===== src/rtl/traffic_pkg.sv =====
// Shared light codes, state codes and the per-phase light decode for the
// traffic phase sequencer.
package traffic_pkg;

    typedef enum logic [1:0] {
        LIGHT_RED    = 2'b00,
        LIGHT_YELLOW = 2'b01,
        LIGHT_GREEN  = 2'b10
    } light_e;

    typedef enum logic [2:0] {
        S_RED1  = 3'b000,
        S_YEL1  = 3'b001,
        S_GREEN = 3'b010,
        S_YEL2  = 3'b011,
        S_RED2  = 3'b100,
        S_HOLD  = 3'b101,
        S_IDLE  = 3'b111
    } state_e;

    // Light shown by the active road; every other road stays red.
    function automatic light_e active_light(input state_e s);
        case (s)
            S_YEL1, S_YEL2: return LIGHT_YELLOW;
            S_GREEN:        return LIGHT_GREEN;
            default:        return LIGHT_RED;
        endcase
    endfunction

endpackage


===== src/rtl/phase_timer.sv =====
// Down-counting phase timer: loads d-1 (d=0 treated as 1), counts to zero,
// holds its value while frozen.
module phase_timer #(
    parameter int DUR_W = 4
) (
    input  logic             clk,
    input  logic             reset,
    input  logic             load,
    input  logic [DUR_W-1:0] value,
    input  logic             freeze,
    output logic             zero
);

    logic [DUR_W-1:0] timer_d, timer_q;

    // NOTE: every variable written here gets its default first, so no path
    // leaves it unassigned and no latch is inferred.
    always_comb begin
        timer_d = timer_q;
        if (load) begin
            timer_d = (value == '0) ? '0 : value - DUR_W'(1);
        end else if (!freeze && timer_q != '0) begin
            timer_d = timer_q - DUR_W'(1);
        end
    end

    // NOTE: state flops use non-blocking assignments so all registers update
    // together on the edge regardless of process ordering.
    always_ff @(posedge clk or posedge reset) begin
        if (reset) timer_q <= '0;
        else       timer_q <= timer_d;
    end

    assign zero = (timer_q == '0);

endmodule


===== src/rtl/traffic_phase_sequencer.sv =====
// N-road traffic phase sequencer: RED1 -> YEL1 -> GREEN -> YEL2 -> RED2 per
// road, with optional demand-driven road skipping and emergency preemption.
module traffic_phase_sequencer
    import traffic_pkg::*;
#(
    parameter int  ROADS     = 4,
    parameter int  DUR_W     = 4,
    parameter bit  DEMAND_EN = 1'b0,
    localparam int RW        = $clog2(ROADS)
) (
    input  logic               clk,
    input  logic               reset,
    input  logic               start,
    input  logic [DUR_W-1:0]   t_red,
    input  logic [DUR_W-1:0]   t_yellow,
    input  logic [DUR_W-1:0]   t_green,
    input  logic [ROADS-1:0]   demand,
    input  logic               emerg,
    input  logic [RW-1:0]      emerg_road,
    output logic [RW-1:0]      road,
    output logic [2:0]         phase,
    output logic [2*ROADS-1:0] lights,
    output logic               phase_valid,
    output logic               busy
);

    state_e           state_d, state_q;
    logic [RW-1:0]    road_d, road_q, road_inc;
    logic [ROADS-1:0] req_d, req_q, pending, demand_eff, clr_mask;
    logic             phase_valid_d, phase_valid_q;
    logic             emerg_ok, em_other, em_same, expire, freeze;
    logic [DUR_W-1:0] dur_sel;
    logic [RW:0]      pick_first, pick_after;

    // Returns {found, index} of the first pending road, scanning from base
    // upward with wrap; the lowest offset from base wins.
    function automatic logic [RW:0] rr_pick(input logic [ROADS-1:0] pend,
                                            input logic [RW-1:0]    base);
        logic [RW:0] r;
        int          idx;
        r = '0;
        for (int k = ROADS - 1; k >= 0; k--) begin
            idx = (int'(base) + k) % ROADS;
            if (pend[idx]) r = {1'b1, RW'(idx)};
        end
        return r;
    endfunction

    assign demand_eff = DEMAND_EN ? demand : '0;
    assign pending    = req_q | demand_eff;
    assign road_inc   = (int'(road_q) == ROADS - 1) ? '0 : road_q + RW'(1);
    assign pick_first = rr_pick(pending, '0);
    assign pick_after = rr_pick(pending, road_inc);

    assign emerg_ok = emerg && (int'(emerg_road) < ROADS);
    assign em_other = emerg_ok && (emerg_road != road_q);
    assign em_same  = emerg_ok && (emerg_road == road_q);
    // The active road's own emergency keeps its green alive indefinitely.
    assign freeze   = (state_q == S_GREEN) && em_same;

    always_comb begin
        state_d = state_q;
        road_d  = road_q;
        case (state_q)
            S_IDLE, S_HOLD: begin
                if (emerg_ok) begin
                    state_d = S_RED1;
                    road_d  = emerg_road;
                end else if (state_q == S_IDLE && start) begin
                    if (!DEMAND_EN) begin
                        state_d = S_RED1;
                        road_d  = '0;
                    end else if (pick_first[RW]) begin
                        state_d = S_RED1;
                        road_d  = pick_first[RW-1:0];
                    end else begin
                        state_d = S_HOLD;
                    end
                end else if (state_q == S_HOLD && pick_after[RW]) begin
                    state_d = S_RED1;
                    road_d  = pick_after[RW-1:0];
                end
            end
            S_RED1: begin
                if (em_other)    state_d = S_RED2;
                else if (expire) state_d = S_YEL1;
            end
            S_YEL1: begin
                if (em_other)    state_d = S_RED2;
                else if (expire) state_d = S_GREEN;
            end
            S_GREEN: begin
                if (em_other)                state_d = S_YEL2;
                else if (!em_same && expire) state_d = S_YEL2;
            end
            S_YEL2: begin
                if (expire) state_d = S_RED2;
            end
            S_RED2: begin
                if (expire) begin
                    if (em_other) begin
                        state_d = S_RED1;
                        road_d  = emerg_road;
                    end else if (!DEMAND_EN) begin
                        state_d = S_RED1;
                        road_d  = road_inc;
                    end else if (pick_after[RW]) begin
                        state_d = S_RED1;
                        road_d  = pick_after[RW-1:0];
                    end else begin
                        state_d = S_HOLD;
                    end
                end
            end
            default: state_d = S_IDLE;
        endcase
    end

    assign phase_valid_d = (state_d != state_q) && (state_d != S_IDLE) && (state_d != S_HOLD);

    always_comb begin
        case (state_d)
            S_YEL1, S_YEL2: dur_sel = t_yellow;
            S_GREEN:        dur_sel = t_green;
            default:        dur_sel = t_red;
        endcase
    end

    // A set and a clear of the same request bit in one cycle leaves it set.
    always_comb begin
        clr_mask = '0;
        if (state_d == S_GREEN && state_q != S_GREEN) clr_mask[road_q] = 1'b1;
        req_d = (req_q & ~clr_mask) | demand_eff;
    end

    phase_timer #(.DUR_W(DUR_W)) u_timer (
        .clk    (clk),
        .reset  (reset),
        .load   (phase_valid_d),
        .value  (dur_sel),
        .freeze (freeze),
        .zero   (expire)
    );

    always_ff @(posedge clk or posedge reset) begin
        if (reset) begin
            state_q       <= S_IDLE;
            road_q        <= '0;
            req_q         <= '0;
            phase_valid_q <= 1'b0;
        end else begin
            state_q       <= state_d;
            road_q        <= road_d;
            req_q         <= req_d;
            phase_valid_q <= phase_valid_d;
        end
    end

    always_comb begin
        lights = '0;
        if (busy) lights[2*int'(road_q) +: 2] = active_light(state_q);
    end

    assign road        = road_q;
    assign phase       = state_q;
    assign phase_valid = phase_valid_q;
    assign busy        = (state_q != S_IDLE) && (state_q != S_HOLD);

endmodule

===== config.mk =====
export PLATFORM = sky130hd
export DESIGN_NAME = traffic_phase_sequencer
export DESIGN_NICKNAME = d
export VERILOG_FILES = /design/src/rtl/traffic_pkg.sv /design/src/rtl/phase_timer.sv /design/src/rtl/traffic_phase_sequencer.sv
export SDC_FILE = /design/constraint.sdc
export NUM_CORES = 1
export LEC_CHECK = 0
export CORE_ASPECT_RATIO = 1.75
export CORE_MARGIN = 3
export CORE_UTILIZATION = 25
export CTS_CLUSTER_SIZE = 40
export DETAILED_ROUTE_END_ITERATION = 10
export GPL_TIMING_DRIVEN = 0
export SYNTH_ARGS = -nofsm -noshare
export SYNTH_HDL_FRONTEND = slang
export SYNTH_SLANG_ARGS = --single-unit

===== constraint.sdc =====
create_clock -name clk -period 2.7 [get_ports clk]
set_clock_uncertainty 0.1 [all_clocks]
set_input_delay 0.54 -clock clk [delete_from_list [all_inputs] [get_ports clk]]
set_output_delay 0.54 -clock clk [all_outputs]
set_load 0.005 [all_outputs]

==> impl_metrics.ini, run 1 <==
[sta]
slew_violations = 0
tightest_slew_ns = 0.516
slew_headroom_pct = 65.5
period_needed_ns = 2.85
timing.fmax_mhz = 351
setup_ws_ns = -0.147
rsz0062_at_grt = true
setup_violations = 2
hold_viol = 0
timing.final.crit_share_pct = 105

[global_route]
grt-ovfl-total = 0
grt_pass1_vias = 1309
antenna_found_initial = 0
grt_pass1_wl_microns = 6020
grtUsageTotal_pct = 12.6
grt_max_degree = 15

[cells_and_area]
area_delta_synth_final_pct = 51.8
postLayoutCellArea_sq_um = 1990
antennaDiodeCount = 0
drive_gt1_share_pct = 25.8
final_nets = 241

[synthesis]
synth_common_cells = nor2_1, inv_1, dfrtp_1, ha_1, o21ai_0
synth_edf_count = 0
synth_area_leaders = dfrtp_1, ha_1, dfstp_2
synth-seq-area-share_pct = 27.0
ys.flop_type = dfrtp_1
synthDistinctLibCells = 51
synthCells = 159
synth_xor_xnor_area_share_pct = 3.33
avgSynthCellArea_sq_um = 8.26
yosysTopAreaCellShare_pct = 21.0
synth-simple-area-share_pct = 24.9
muxShareOfSynthArea_pct = 0.762
ys_seq_elements = 14
synth_most_common_cell = nor2_1
synth_top_area_cell = dfrtp_1
yosys.area_share.adder_pct = 8.57
synth-compound-area-share_pct = 30.1
synth_area_sq_um = 1310
synth_top_family_by_area = compound AO/OA/AOI/OAI gates
yosys_warnings = 0
syn-num-nets = 190
async_flop_share_pct = 100

[detailed_routing]
post_drt_wl_per_cell_microns = 14.2
ant_nets = 0
drcViolationCount = 0
drt_iter0_drc = 26
wirelength_microns = 3740
wl_met1_microns = 1360
vias_per_cell = 5.26
top_layer = met4
num_vias = 1384
wl_met2_microns = 2160
wl_met3_microns = 98
dr.pass1.iters = 4

[floorplanning]
die_w_microns = 60.8
coreArea_sq_um = 5020
die_area_sq_um = 6200
pin_count = 37
start_util_pct = 26.2
row_count = 34
fp.dieH_microns = 102

[job]
cap_violations = 0

[worst_setup_path]
cp_data_arrival_time_ns = 2.92
reg2reg_slack_ns = -0.15
r2r_end = u_timer.timer_q[2]
critPathRequiredTime_ns = 2.77
critPathMaxFanout = 7
ff2ff_path_depth = 10
crit_type = input pin to register
critPathCaptureType = register
critPathLaunchType = input pin
reg2reg_from = u_timer.timer_q[1]

[power]
p_per_area_nw_per_um2 = 1040
total_power_mw = 2.07
p_leak_nw = 0.853
peakVddDrop_mv = 0.394

[clock_tree]
path_clk_slew_ns = 0.06
numCtsBuffers = 3
cts.sinks = 14
cts_tree = yes
clk_latency_ns = 0.24
root_buffer = clkbuf_8
cts_max_path_buffers = 2
htreeDepth = 1
ctsHoldBuffers = 0

[worst_hold_path]
holdPathEnd = pending[3]
hold_depth = 1
min_from = pending[3]
hp-class = register to register

[place]
dpl.hpwl_microns = 2850
dpl-instance-area_sq_um = 1720
routabilityCongestion = 0.765
portBuffers = 32

[outcome]
violations = negative setup slack
outcome = finished, violations left
## cell usage in the layout (no fill, tap or decap), types with 3 or more instances in the layout
cell | synthesis | final
clkbuf_8 | 0 | 3
buf_4 | 0 | 14
nand4_1 | 3 | 3
nand2b_1 | 3 | 3
clkdlybuf4s50_1 | 0 | 26
o21ai_0 | 9 | 8
dfrtp_1 | 11 | 9
a31oi_1 | 6 | 6
inv_2 | 0 | 4
nand3_1 | 5 | 5
nor2_1 | 19 | 18
dlygate4sd2_1 | 0 | 3
a21boi_0 | 3 | 3
a221oi_1 | 3 | 3
dfstp_2 | 3 | 3
ha_1 | 9 | 6
nand2_1 | 8 | 8
a21oi_1 | 7 | 4
dlymetal6s2s_1 | 0 | 3
and3_1 | 4 | 4
a221o_1 | 4 | 4
inv_1 | 12 | 7
## critical path: stages
cell and delay, ns:
dlygate4sd2_1 0.33, nor3_2 0.25, nand3b_1 0.18, a32oi_4 0.32, nand2_4 0.11, and3_1 0.19, a221o_1 0.31, or4b_1 0.52
a31oi_1 0.16
## sequential cells by signal, summed over array words and instances (netlist names)
register / flops
road: 2
pending: 4
u_timer.timer_q: 4
phase_valid: 1
phase: 3
## metrics by stage
step	utilization [%]	hold slack [ns]	cells	setup TNS [ns]	setup slack (ns)
after floorplan	-	0.327	159	-0.0325	-0.0325
after global placement	34.2	0.462	245	-3.04	-0.757
after detailed placement	34.2	0.471	245	-3.30	-0.792
after CTS	38.6	0.480	260	-0.173	-0.158
after global routing	39.7	0.499	263	-0.593	-0.298
final	39.7	0.483	263	-0.153	-0.147
## cell type report
cell class / count / area, sq um
multi-input cells: 127 / 1010
repair buffers: 47 / 440
fillers: 536 / 3030
inverters: 13 / 52.6
clock buffers: 4 / 45.0
plain buffers: 4 / 18.8
flip-flops and latches: 14 / 357
well taps: 54 / 67.6
## layer usage
layer | up-vias | GRT usage, %
met3 | 11 | 1.39
met2 | 31 | 24.4
met5 | - | 0
li1 | 683 | -
met4 | 0 | 5.34
met1 | 659 | 13.0
## power by group
part	leakage (nW)	internal, mW	total [mW]	switching [mW]
sequential	0.165	0.309	0.425	0.115
clock	0.0228	0.104	0.178	0.0738
combinational	0.665	0.696	1.47	0.772
total	0.853	1.11	2.07	0.961
## how the worst max path moves through the flow
stage | start | end | cells past startpoint
floorplan | u_timer.timer_q[1] | u_timer.timer_q[2] | 10
global placement | emerg | u_timer.timer_q[2] | 9
detailed placement | emerg | u_timer.timer_q[2] | 9
CTS | u_timer.timer_q[1] | u_timer.timer_q[2] | 10
global route | u_timer.timer_q[1] | u_timer.timer_q[2] | 11
finish | emerg | u_timer.timer_q[2] | 9
## cell families (layout without fill, tap and decap cells)
kind of cell	after synthesis	after routing
DFF	14	14
buffers and inverters	18	68
muxes	1	1
xor gates and xnor gates	5	5
AOI/OAI and AO/OA	53	53
and+or+nand+nor	59	59
adders and majority gates	9	9
## repair_timing
action / in CTS / in global routing
gates resized for setup: 22 / 13
gates cloned: 0 / 0
setup endpoints to repair: 12 / 12
pin swaps: 11 / 5
buffers inserted: 12 / 3
(Power assumes the default switching activity.)
==> inputs of run 2 (changes only) <==
- CORE_UTILIZATION: 25 -> 43
- PLACE_DENSITY: default -> 0.76
==> run 2 against run 1 <==
The flow still finishes with violations (negative setup slack). Clock power up 15%. Utilization up 30 points. Combinational power increased by 7%. Register-to-register slack worse by 0.09 ns.
==> impl_metrics.ini, run 2 (same netlist as run 1, synthesis figures left out) <==
[outcome]
outcome = finished, violations left
violations = negative setup slack

[global_route]
grt_max_degree = 15
antenna_found_initial = 0
grt-ovfl-total = 0
grt_pass1_vias = 1437
grtUsageTotal_pct = 22.2
grt_pass1_wl_microns = 6200

[clock_tree]
cts_tree = yes
path_clk_slew_ns = 0.06
numCtsBuffers = 3
htreeDepth = 1
cts.sinks = 14
clk_latency_ns = 0.25
cts_max_path_buffers = 2
ctsHoldBuffers = 0
root_buffer = clkbuf_8

[floorplanning]
start_util_pct = 46.7
pin_count = 37
row_count = 25
coreArea_sq_um = 2820
fp.dieH_microns = 79.1
die_area_sq_um = 3780
die_w_microns = 47.8

[worst_hold_path]
hp-class = register to register

[sta]
setup_violations = 4
timing.fmax_mhz = 341
rsz0062_at_grt = true
timing.final.crit_share_pct = 109
slew_headroom_pct = 62.3
tightest_slew_ns = 0.566
slew_violations = 0
period_needed_ns = 2.93
hold_viol = 0
setup_ws_ns = -0.234

[worst_setup_path]
crit_buf_inv = 1
max_stage_delay_ns = 0.51
critPathLaunchType = register
crit_type = register to register
cp_data_arrival_time_ns = 3.00
crit_family = simple AND/OR/NAND/NOR gates
cp_slowest_cell = or4b_1
critPathMaxFanout = 6
critPathRequiredTime_ns = 2.77
reg2reg_slack_ns = -0.23
cp_cell_sequence = inv_2 > ha_4 > or3b_4 > mux2i_2 > a22o_1 > nor2_4 > a21oi_4 > a221o_1 > or4b_1 > a31oi_1
critPathCaptureType = register

[detailed_routing]
post_drt_wl_per_cell_microns = 17.2
wirelength_microns = 4100
drt_iter0_drc = 61
drcViolationCount = 0
vias_per_cell = 6.19
ant_nets = 0
dr.pass1.iters = 4
num_vias = 1474

[power]
p_per_area_nw_per_um2 = 1110
total_power_mw = 2.18
p_leak_nw = 0.827
peakVddDrop_mv = 0.734

[cells_and_area]
post-route-util_pct = 70.0
final_common_cell = clkdlybuf4s50_1
drive_gt1_share_pct = 26.1
final_nets = 243
area_delta_synth_final_pct = 50.1
antennaDiodeCount = 0
mostFrequentLayoutCells = clkdlybuf4s50_1, nor2_1, buf_4, dfrtp_1

[job]
cap_violations = 0

[place]
dpl.hpwl_microns = 2820
routabilityCongestion = 0.864
portBuffers = 32
run 2: cell type report:
class	instances	area [sq um]
inverters	13	53.8
flip-flops and latches	14	357
plain buffers	3	13.8
repair buffers	50	458
fillers	212	843
well taps	27	33.8
clock buffers	4	55.1
multi-input cells	127	1000
run 2: worst paths after layout:
kind	to	start	cells after the start
setup / recovery	u_timer.timer_q[2]	u_timer.timer_q[0]	10
hold / removal	pending[1]	pending[1]	1
setup reg to reg	u_timer.timer_q[2]	u_timer.timer_q[0]	10
hold reg to reg	pending[1]	pending[1]	1
max in group asynchronous	road[1]	reset	2
min in group asynchronous	u_timer.timer_q[2]	reset	2
run 2: timing repair:
item,4_1_cts,5_1_grt
cloned,0,0
buffers inserted,15,3
resized for setup,19,9
setup endpoints to repair,12,8
pin swaps,9,8
run 2: metrics by stage:
stage                     hold slack, ns  std cells  setup slack (ns)  area [sq um]  TNS, ns
after detailed placement           0.465        218            -0.800          1680    -3.37
after global placement             0.466        218            -0.768          1680    -2.85
after floorplan                    0.327        159           -0.0325          1330  -0.0325
final                              0.502        238            -0.234          1970   -0.633
after global routing               0.504        238            -0.349          1970    -1.02
after CTS                          0.483        236            -0.141          1910   -0.224
run 2: report_power, final:
| part | total [mW] | switching [mW] | internal [mW] |
|---|---|---|---|
| Sequential | 0.407 | 0.0979 | 0.309 |
| Combinational | 1.57 | 0.839 | 0.734 |
| Clock | 0.205 | 0.0753 | 0.129 |
run 2: worst register-to-register path: cells and delay by family, from the launching register on:
family | cells | cell delay, ns
AOI/OAI and AO/OA | 4 | 0.89
adders and majority gates | 1 | 0.14
buffers and inverters | 1 | 0.08
DFF | 1 | 0.39
muxes | 1 | 0.17
and+or+nand+nor | 3 | 1.09
run 2: metal layers:
metal	track usage (%)	share of wire (%)	vias up	wire (microns)
met4	12.9	4.5	0	185
li1	-	-	689	-
met3	1.13	4.3	20	178
met5	0	0	-	0
met1	21.6	33	695	1350
met2	41.4	58	70	2380
==> inputs of run 3 (changes only) <==
- CAP_MARGIN: default -> 20
- CORE_MARGIN: 3 -> default
- CORE_UTILIZATION: 43 -> 45
- CTS_BUF_LIST: default -> sky130_fd_sc_hd__clkbuf_8
- PLACE_DENSITY: 0.76 -> 0.79
==> run 3 against run 2 <==
The run still ends with negative setup slack left. Cell count up 2.1%. Utilization grew 6.6 points. Global-route usage grew 5.5 points. Final area increased by 5.7%. Critical path depth unchanged. Via count rose by 2.3%. Clock power is essentially flat. Flip-flop and latch count did not move. Power is 9.9% higher. Sequential power about the same. Non-clock buffer count grew 5. Die area decreased by 17%. Critical path type unchanged. Critical endpoint unchanged. Largest cell class unchanged. Largest power group unchanged.
==> impl_metrics.ini, run 3 (same netlist as run 1, synthesis figures left out) <==
[global_route]
antenna_found_initial = 0
grt_pass1_vias = 1542
grt_pass1_wl_microns = 6560
grtUsageTotal_pct = 27.7
grt_max_degree = 15
grt-ovfl-total = 0

[worst_setup_path]
critPathRequiredTime_ns = 2.76
cp_data_arrival_time_ns = 3.00
critPathLaunchType = register
critPathMaxFanout = 5
critPathCaptureType = register
crit_type = register to register

[cells_and_area]
drive_gt1_share_pct = 29.6
instances_no_fill = 243
nFillCells = 171
final_nets = 248
antennaDiodeCount = 0
area_delta_synth_final_pct = 58.7
final_common_cell = clkdlybuf4s50_1
postLayoutCellArea_sq_um = 2080
multi_input_area_sq_um = 1060
mostFrequentLayoutCells = clkdlybuf4s50_1, nor2_1, buf_4, dfrtp_1
ff_latch_area_sq_um = 357

[detailed_routing]
dr.pass1.iters = 4
post_drt_wl_per_cell_microns = 17.3
drt_iter0_drc = 63
vias_per_cell = 6.21
ant_nets = 0
num_vias = 1508
wirelength_microns = 4220
drcViolationCount = 0

[power]
switchingPower_mw = 1.11
p_per_area_nw_per_um2 = 1150
p_leak_nw = 0.866
power_frac_comb_pct = 74.4
power_frac_seq_pct = 17.0
peakVddDrop_mv = 0.794
p_int_mw = 1.30
clockPowerShare_pct = 8.6
p_sw_share_pct = 46.0

[sta]
setup_ws_ns = -0.234
period_needed_ns = 2.93
rsz0062_at_grt = true
hold_viol = 0
timing.fmax_mhz = 341
setup_violations = 3
slew_headroom_pct = 63.6
tightest_slew_ns = 0.545
timing.final.crit_share_pct = 109
slew_violations = 0

[place]
dpl-instance-area_sq_um = 1680
post-place-cells = 218
portBuffers = 32
dpl.hpwl_microns = 2800
routabilityCongestion = 0.815

[clock_tree]
root_buffer = clkbuf_8
htreeDepth = 1
clk_latency_ns = 0.25
path_clk_slew_ns = 0.06
cts.sinks = 14
numCtsBuffers = 3
cts_tree = yes
cts_max_path_buffers = 2

[job]
cap_violations = 0

[outcome]
outcome = finished, violations left
violations = negative setup slack

[floorplanning]
start_util_pct = 48.3
pin_count = 37
die_area_sq_um = 3150
fp.dieH_microns = 73.5
die_w_microns = 42.8
row_count = 25
coreArea_sq_um = 2720

[worst_hold_path]
hp-class = register to register
[run 3: changes by cell type in the layout (fill, tap and decap cells not counted), moves of 2 or more]
cell,previous run,this run
a22o_2,0,2
buf_6,1,4
a22o_1,2,0
a221oi_4,0,2
buf_4,17,19
[run 3: power groups by stage]
stage | Clock [mW] | Combinational (mW) | Sequential (mW)
floorplan | 0 | 0.847 | 0.401
global placement | 0 | 1.11 | 0.414
detailed placement | 0 | 1.15 | 0.423
CTS | 0.207 | 1.51 | 0.403
global route | 0.220 | 1.93 | 0.418
finish | 0.206 | 1.79 | 0.409
[run 3: repair_timing]
| action | CTS | global route |
|---|---|---|
| pin swaps | 13 | 16 |
| hold buffers | 0 | 0 |
| endpoints found under the setup margin | 12 | 10 |
| gates resized for setup | 20 | 21 |
| buffers inserted | 20 | 5 |
| cloned | 0 | 0 |
[run 3: metrics by stage]
step / utilization (%) / power [mW] / hold slack [ns] / setup slack (ns) / setup TNS [ns]
4_1_cts: 72.3 / 2.12 / 0.470 / -0.177 / -0.467
3_3_place_gp: 61.9 / 1.53 / 0.434 / -0.856 / -3.43
5_1_grt: 76.6 / 2.57 / 0.499 / -0.350 / -0.705
3_5_place_dp: 61.9 / 1.58 / 0.450 / -0.881 / -3.84
6_report: 76.6 / 2.40 / 0.477 / -0.234 / -0.270
2_1_floorplan: - / 1.25 / 0.327 / -0.0325 / -0.0325
[run 3: metal layers]
metal	up-vias	GRT usage [%]	wire, microns
li1	699	-	-
met1	726	26.6	1360
met2	68	53.9	2510
met3	15	3.69	201
met4	0	15.6	149
met5	-	0	0
[run 3: final timing paths]
check | slack (ns) | end | depth (start not counted) | start
max reg2reg | -0.23 | u_timer.timer_q[2] | 10 | u_timer.timer_q[0]
min in group asynchronous | 0.53 | u_timer.timer_q[0] | 2 | reset
min | 0.48 | pending[0] | 2 | pending[0]
min reg2reg | 0.48 | pending[0] | 2 | pending[0]
max in group asynchronous | 1.57 | road[0] | 2 | reset
max | -0.23 | u_timer.timer_q[2] | 10 | u_timer.timer_q[0]
[run 3: worst max-delay path, stage by stage, from the launching register on]
cell and delay [ns]:
dfrtp_1 0.39, inv_2 0.08, ha_4 0.13, or3b_4 0.40, mux2i_1 0.13, a22o_2 0.29
nor2_4 0.17, a21oi_4 0.07, a221o_1 0.37, or4b_1 0.53, a31oi_1 0.19
[run 3: area by class of cell]
cell class	instances	share of cell area, %
timing repair buffer	55	24.3
buffer	3	0.660
multi-input combinational	127	51.1
clock buffer	4	2.64
sequential	14	17.1
tap	27	1.62
inverter	13	2.58
